## src/rtl/bus_transfer_sequencer_if.sv

```systemverilog
// Command and bus-control bundle between the control unit (master) and the
// transfer sequencer (slave).
interface bus_transfer_sequencer_if;
  // Handshake: a command is taken on a rising edge where cmd_valid && cmd_ready;
  // cmd_ready comes only from registered FIFO state, and the master holds
  // cmd_src/cmd_dst stable while cmd_valid is high.
  logic        cmd_valid;
  logic        cmd_ready;
  logic [4:0]  cmd_src;
  logic [4:0]  cmd_dst;
  logic [31:0] src_out;
  logic [31:0] dst_in;
  logic [31:0] bus_data;
  logic [31:0] xfer_data;
  logic        xfer_done;
  logic        busy;
  logic [1:0]  dbg_state;

  modport master (
    output cmd_valid, cmd_src, cmd_dst, bus_data,
    input  cmd_ready, src_out, dst_in, xfer_data, xfer_done, busy, dbg_state
  );

  modport slave (
    input  cmd_valid, cmd_src, cmd_dst, bus_data,
    output cmd_ready, src_out, dst_in, xfer_data, xfer_done, busy, dbg_state
  );
endinterface

```

## src/rtl/bus_transfer_sequencer.sv

```systemverilog
// Queues register-to-register transfer commands and sequences the one-hot
// bus-mux source selects and destination load enables for each one.
module bus_transfer_sequencer #(
  parameter int FIFO_DEPTH   = 4,
  parameter int DRIVE_CYCLES = 1
) (
  input logic                      clk,
  input logic                      clear,
  bus_transfer_sequencer_if.slave  bus
);

  localparam int AW = $clog2(FIFO_DEPTH);
  localparam int CW = (DRIVE_CYCLES > 1) ? $clog2(DRIVE_CYCLES) : 1;

  typedef enum logic [1:0] {
    IDLE  = 2'd0,
    DRIVE = 2'd1,
    LOAD  = 2'd2
  } state_t;

  state_t        state, state_nxt;
  logic [CW-1:0] drive_cnt, drive_cnt_nxt;
  logic          pop;
  logic          push;
  logic          full;
  logic          empty;

  logic [9:0]    fifo_mem [FIFO_DEPTH];
  logic [AW:0]   wr_ptr, rd_ptr;
  logic [4:0]    cur_src, cur_dst;
  logic [31:0]   xfer_data_q;
  logic          xfer_done_q;

  // Pointers carry one extra wrap bit so full and empty are distinguishable.
  assign empty = (wr_ptr == rd_ptr);
  assign full  = (wr_ptr[AW] != rd_ptr[AW]) && (wr_ptr[AW-1:0] == rd_ptr[AW-1:0]);
  assign push  = bus.cmd_valid && !full;

  always_comb begin
    state_nxt     = state;
    drive_cnt_nxt = drive_cnt;
    pop           = 1'b0;
    case (state)
      IDLE: begin
        if (!empty) begin
          pop           = 1'b1;
          state_nxt     = DRIVE;
          drive_cnt_nxt = CW'(DRIVE_CYCLES - 1);
        end
      end
      DRIVE: begin
        if (drive_cnt == '0) state_nxt = LOAD;
        else                 drive_cnt_nxt = drive_cnt - CW'(1);
      end
      LOAD: begin
        // Chain straight into the next queued command with no IDLE bubble.
        if (!empty) begin
          pop           = 1'b1;
          state_nxt     = DRIVE;
          drive_cnt_nxt = CW'(DRIVE_CYCLES - 1);
        end else begin
          state_nxt = IDLE;
        end
      end
      default: state_nxt = IDLE;
    endcase
  end

  always_ff @(posedge clk) begin
    if (clear) begin
      state       <= IDLE;
      drive_cnt   <= '0;
      wr_ptr      <= '0;
      rd_ptr      <= '0;
      cur_src     <= '0;
      cur_dst     <= '0;
      xfer_data_q <= '0;
      xfer_done_q <= 1'b0;
    end else begin
      state       <= state_nxt;
      drive_cnt   <= drive_cnt_nxt;
      xfer_done_q <= (state == LOAD);
      if (state == LOAD) xfer_data_q <= bus.bus_data;
      if (push) wr_ptr <= wr_ptr + (AW+1)'(1);
      if (pop) begin
        {cur_src, cur_dst} <= fifo_mem[rd_ptr[AW-1:0]];
        rd_ptr             <= rd_ptr + (AW+1)'(1);
      end
    end
  end

  // Storage needs no reset; validity is tracked entirely by the pointers.
  always_ff @(posedge clk) begin
    if (push && !clear) fifo_mem[wr_ptr[AW-1:0]] <= {bus.cmd_src, bus.cmd_dst};
  end

  assign bus.cmd_ready = !full;
  assign bus.src_out   = (state != IDLE) ? (32'd1 << cur_src) : 32'd0;
  assign bus.dst_in    = (state == LOAD) ? (32'd1 << cur_dst) : 32'd0;
  assign bus.xfer_data = xfer_data_q;
  assign bus.xfer_done = xfer_done_q;
  assign bus.busy      = (state != IDLE) || !empty;
  assign bus.dbg_state = state;

endmodule

```

## src/flat_wrapper.sv

```systemverilog
// flat-port wrapper written by rule: the top's interface ports become plain ports
module bus_transfer_sequencer_flat 
#(
  parameter int FIFO_DEPTH   = 4,
  parameter int DRIVE_CYCLES = 1
)
  (clk, clear, bus_cmd_valid, bus_cmd_src, bus_cmd_dst, bus_bus_data, bus_cmd_ready, bus_src_out, bus_dst_in, bus_xfer_data, bus_xfer_done, bus_busy, bus_dbg_state);
  bus_transfer_sequencer_if bus_i ();
  input logic clk;
  input logic clear;
  input wire logic [$bits(bus_i.cmd_valid)-1:0] bus_cmd_valid;
  input wire logic [$bits(bus_i.cmd_src)-1:0] bus_cmd_src;
  input wire logic [$bits(bus_i.cmd_dst)-1:0] bus_cmd_dst;
  input wire logic [$bits(bus_i.bus_data)-1:0] bus_bus_data;
  output wire logic [$bits(bus_i.cmd_ready)-1:0] bus_cmd_ready;
  output wire logic [$bits(bus_i.src_out)-1:0] bus_src_out;
  output wire logic [$bits(bus_i.dst_in)-1:0] bus_dst_in;
  output wire logic [$bits(bus_i.xfer_data)-1:0] bus_xfer_data;
  output wire logic [$bits(bus_i.xfer_done)-1:0] bus_xfer_done;
  output wire logic [$bits(bus_i.busy)-1:0] bus_busy;
  output wire logic [$bits(bus_i.dbg_state)-1:0] bus_dbg_state;
  assign bus_i.cmd_valid = bus_cmd_valid;
  assign bus_i.cmd_src = bus_cmd_src;
  assign bus_i.cmd_dst = bus_cmd_dst;
  assign bus_i.bus_data = bus_bus_data;
  assign bus_cmd_ready = bus_i.cmd_ready;
  assign bus_src_out = bus_i.src_out;
  assign bus_dst_in = bus_i.dst_in;
  assign bus_xfer_data = bus_i.xfer_data;
  assign bus_xfer_done = bus_i.xfer_done;
  assign bus_busy = bus_i.busy;
  assign bus_dbg_state = bus_i.dbg_state;
  bus_transfer_sequencer #(.FIFO_DEPTH(FIFO_DEPTH), .DRIVE_CYCLES(DRIVE_CYCLES)) u_core (.clk(clk), .clear(clear), .bus(bus_i));
endmodule
```

## config.mk

```make
export PLATFORM = sky130hd
export DESIGN_NAME = bus_transfer_sequencer_flat
export DESIGN_NICKNAME = d
export VERILOG_FILES = /design/src/rtl/bus_transfer_sequencer_if.sv /design/src/rtl/bus_transfer_sequencer.sv /design/src/flat_wrapper.sv
export SDC_FILE = /design/constraint.sdc
export NUM_CORES = 1
export LEC_CHECK = 0
export CAP_MARGIN = 25
export CORE_UTILIZATION = 40
export DETAILED_ROUTE_END_ITERATION = 16
export HOLD_SLACK_MARGIN = 0.12
export PLACE_DENSITY_LB_ADDON = 0.15
export SLEW_MARGIN = 25
export SYNTH_ARGS = -nofsm -noshare
export SYNTH_HDL_FRONTEND = slang
export SYNTH_SLANG_ARGS = --single-unit
```

## constraint.sdc

```tcl
create_clock -name clk -period 2 [get_ports clk]
set_input_delay 0.3 -clock clk [delete_from_list [all_inputs] [get_ports clk]]
set_output_delay 0.3 -clock clk [all_outputs]
set_load 0.01 [all_outputs]
```

==> results_dict.tcl <==
set metrics [dict create \
    die-area_um2 10400 \
    seqPwrFrac_pct 41.2 \
    crit_path_end_kind "primary output" \
    start_util_pct 41.1 \
    intPower_uw 3870 \
    vias_per_cell 4.78 \
    finalHoldViolCount 0 \
    reg2reg_from "u_core.rd_ptr[0]" \
    synth_top_cells_by_count "99 x nand2_1, 58 x nor2_1, 51 x dfxtp_1" \
    ys_warn_count 0 \
    clk_latency_ns 0.36 \
    drt-total-wl_um 9760 \
    startpoint "u_core.bus.dbg_state[1]" \
    rows 36 \
    clkTransAtPathRegs_ns 0.09 \
    core_area_um2 9730 \
    cts.sinks 91 \
    fp.dieW_um 102 \
    syn_area_per_cell_um2 9.85 \
    clkPwrFrac_pct 19.6 \
    setup_viol 0 \
    htree_num_levels 3 \
    fp.dieH_um 102 \
    async_reset_ff_share_pct 0 \
    switching_power_uw 2220 \
    holdWs_ns 0.457 \
    power_density_nw_per_um2 1030 \
    worstPathRequired_ns 1.70 \
    overflow 0 \
    ir_drop_mv 0.474 \
    area.growth.synth_to_final_pct 48.2 \
    worstPathMaxFanout 5 \
    ff2ff_setup_slack_ns 0.44 \
    max_freq_ghz 0.516 \
    fin_util_pct 60.9 \
    cts_tree "done" \
    final_nets 620 \
    seq_area_frac_synth_pct 55.6 \
    synth.most_common_cell "nand2_1" \
    cts_hold_buf 0 \
    yosys.area.top_type_share_pct 30.0 \
    wl_per_cell_um 13.8 \
    drcViolationCount 0 \
    tightestPinTransition_ns 0.447 \
    synth_edf_count 40 \
    synth.area.top_cells "edfxtp_1 30%, dfxtp_1 26%, nand2_1 9.3%" \
    drt_iter0_drc 136 \
    portBuffers 145 \
    crit_type "flip-flop to primary output" \
    fin_worst_skew_ns 0.0115 \
    relSlewSlack_pct 70.0 \
    cts_root_buf "clkbuf_8" \
    antenna_found_initial 0 \
    syn-cell-area_um2 4000 \
    grt_start_max_net_pins 26 \
    fin_crit_sh_pct 97.0 \
    first_pass_iters 6 \
    synth_fp_nets 456 \
    crit_arrival_ns 1.64 \
    cp-start-kind "flip-flop" \
    ys_ff_latch 91 \
    status "completed" \
    vias 3384 \
    cts_buffer_depth 2 \
    worstSetupEndpoint "bus_dst_in[24]" \
    rsz0062_at_grt "yes" \
    n_antenna_cell 0 \
    numCtsBuffers 9 \
    synth_cell_types 41 \
    grt_pass1_wl_um 15000 \
    io_pins 146 \
    fillers 840 \
    power_uw 6090 \
    synth_area_leader_cell "edfxtp_1" \
    layout.area.seq_um2 2240 \
    r2r-end "u_core.wr_ptr[0]" \
    drive_gt1_share_pct 21.0 \
    dpl.hpwl_um 7070 \
    syn-instance-count 406 \
    worstHoldStart "u_core.bus.xfer_data[7]" \
    hold_class "flip-flop to flip-flop" \
    synth_flop_cell "dfxtp_1" \
    grt_use_total_pct 18.5 \
    timing.final.crit_period_ns 1.94 \
    p_leak_uw 0.00232 \
    reg2regPathDepth 4 \
    gp_congestion 0.768 \
    ant_nets 0 \
    slew_viol_final 0 \
    switching_share_pct 36.5 \
    combPwrFrac_pct 39.3 \
    grt_pass1_vias 3053 \
    multi_input_area_um2 1750 \
    drv_cap 0 \
]
[state kept, by name (all words and copies together), names as in the netlist]
register              count
u_core.bus.dbg_state      2
u_core.bus.xfer_data     32
u_core.bus.xfer_done      1
u_core.cur_dst            5
u_core.cur_src            5
u_core.fifo_mem          40
u_core.rd_ptr             3
u_core.wr_ptr             3
[routing by layer]
| metal | share of wire (%) | global-route usage, % | vias to the layer above |
|---|---|---|---|
| met2 | 50 | 31.4 | 78 |
| met1 | 43 | 23.5 | 1588 |
| met3 | 5.4 | 4.72 | 8 |
| met5 | 0 | 0 | - |
| li1 | - | - | 1710 |
| met4 | 0.93 | 5.05 | 0 |
[logic make-up (layout without fill, tap and decap cells)]
kind of cell,count (synthesis),in the layout,synth area share (%)
fa+ha+maj,5,5,1.56
simple gates,204,204,22.5
flops,91,91,55.6
xor+xnor,6,6,1.31
mux,25,25,9.48
buf+inv,34,203,3.79
compound gates,41,41,5.79
[final cells by class]
class	count	area share, %
Clock inverter	7	1.14
Multi-Input combinational cell	281	29.5
Tap cell	133	2.81
Inverter	6	0.380
Clock buffer	9	2.09
Timing Repair Buffer	181	26.3
Sequential cell	91	37.8
[how the worst min path moves through the flow]
stage	endpoint	slack (ns)	cells past startpoint
global route	u_core.bus.xfer_data[8]	0.46	3
global placement	u_core.bus.xfer_data[31]	0.44	2
finish	u_core.bus.xfer_data[7]	0.46	2
floorplan	u_core.fifo_mem[0][0]	0.40	0
detailed placement	u_core.bus.xfer_data[22]	0.45	2
CTS	u_core.bus.xfer_data[22]	0.46	2
[critical path, stage by stage (launching register included)]
cell and delay [ns]:
dfxtp_4 0.38, nor2b_4 0.18, buf_4 0.13, nand4b_1 0.17
buf_4 0.19, nor3_2 0.08, buf_2 0.15
[per-stage QoR]
stage,setup slack [ns],area [um^2],setup TNS (ns),instances
floorplan,0.259,4000,0,406
CTS,-0.0615,5930,-0.237,706
global placement,-0.0000491,5730,-0.0000491,687
finish,0.0602,5930,0,708
global route,-0.0310,5930,-0.0873,708
detailed placement,-0.0223,5730,-0.0223,687
[cell usage in the layout, fill, tap and decap left out, drive strengths merged, types with 3 or more instances in the layout]
cell / instances
nand3: 6
nor2b: 5
inv: 9
a21oi: 32
clkinv: 3
ha: 5
clkdlybuf4s15: 5
clkdlybuf4s50: 79
dlygate4sd2: 38
nor4: 5
edfxtp: 40
and4: 3
dfxtp: 51
nand2b: 7
nor3: 7
nand3b: 3
mux4: 10
nor2: 58
mux2i: 12
xor2: 3
buf: 42
clkbuf: 26
mux2: 3
xnor2: 3
nand2: 99
[what timing repair did]
action,4_1_cts,5_1_grt
gates resized for setup,94,63
gates cloned,0,0
endpoints found under the setup margin,66,37
pin swaps,0,6
endpoints found under the hold margin,0,0
setup buffers,3,2
[power by group through the flow]
stage | sequential (uW) | clock (uW) | combinational (uW)
after floorplan | 2460 | 0 | 1450
after global placement | 2480 | 0 | 2320
after detailed placement | 2500 | 0 | 2340
after CTS | 2480 | 1230 | 2340
after global routing | 2550 | 1310 | 2620
final | 2510 | 1190 | 2390
Note: power is estimated with default switching activity, not from simulation.
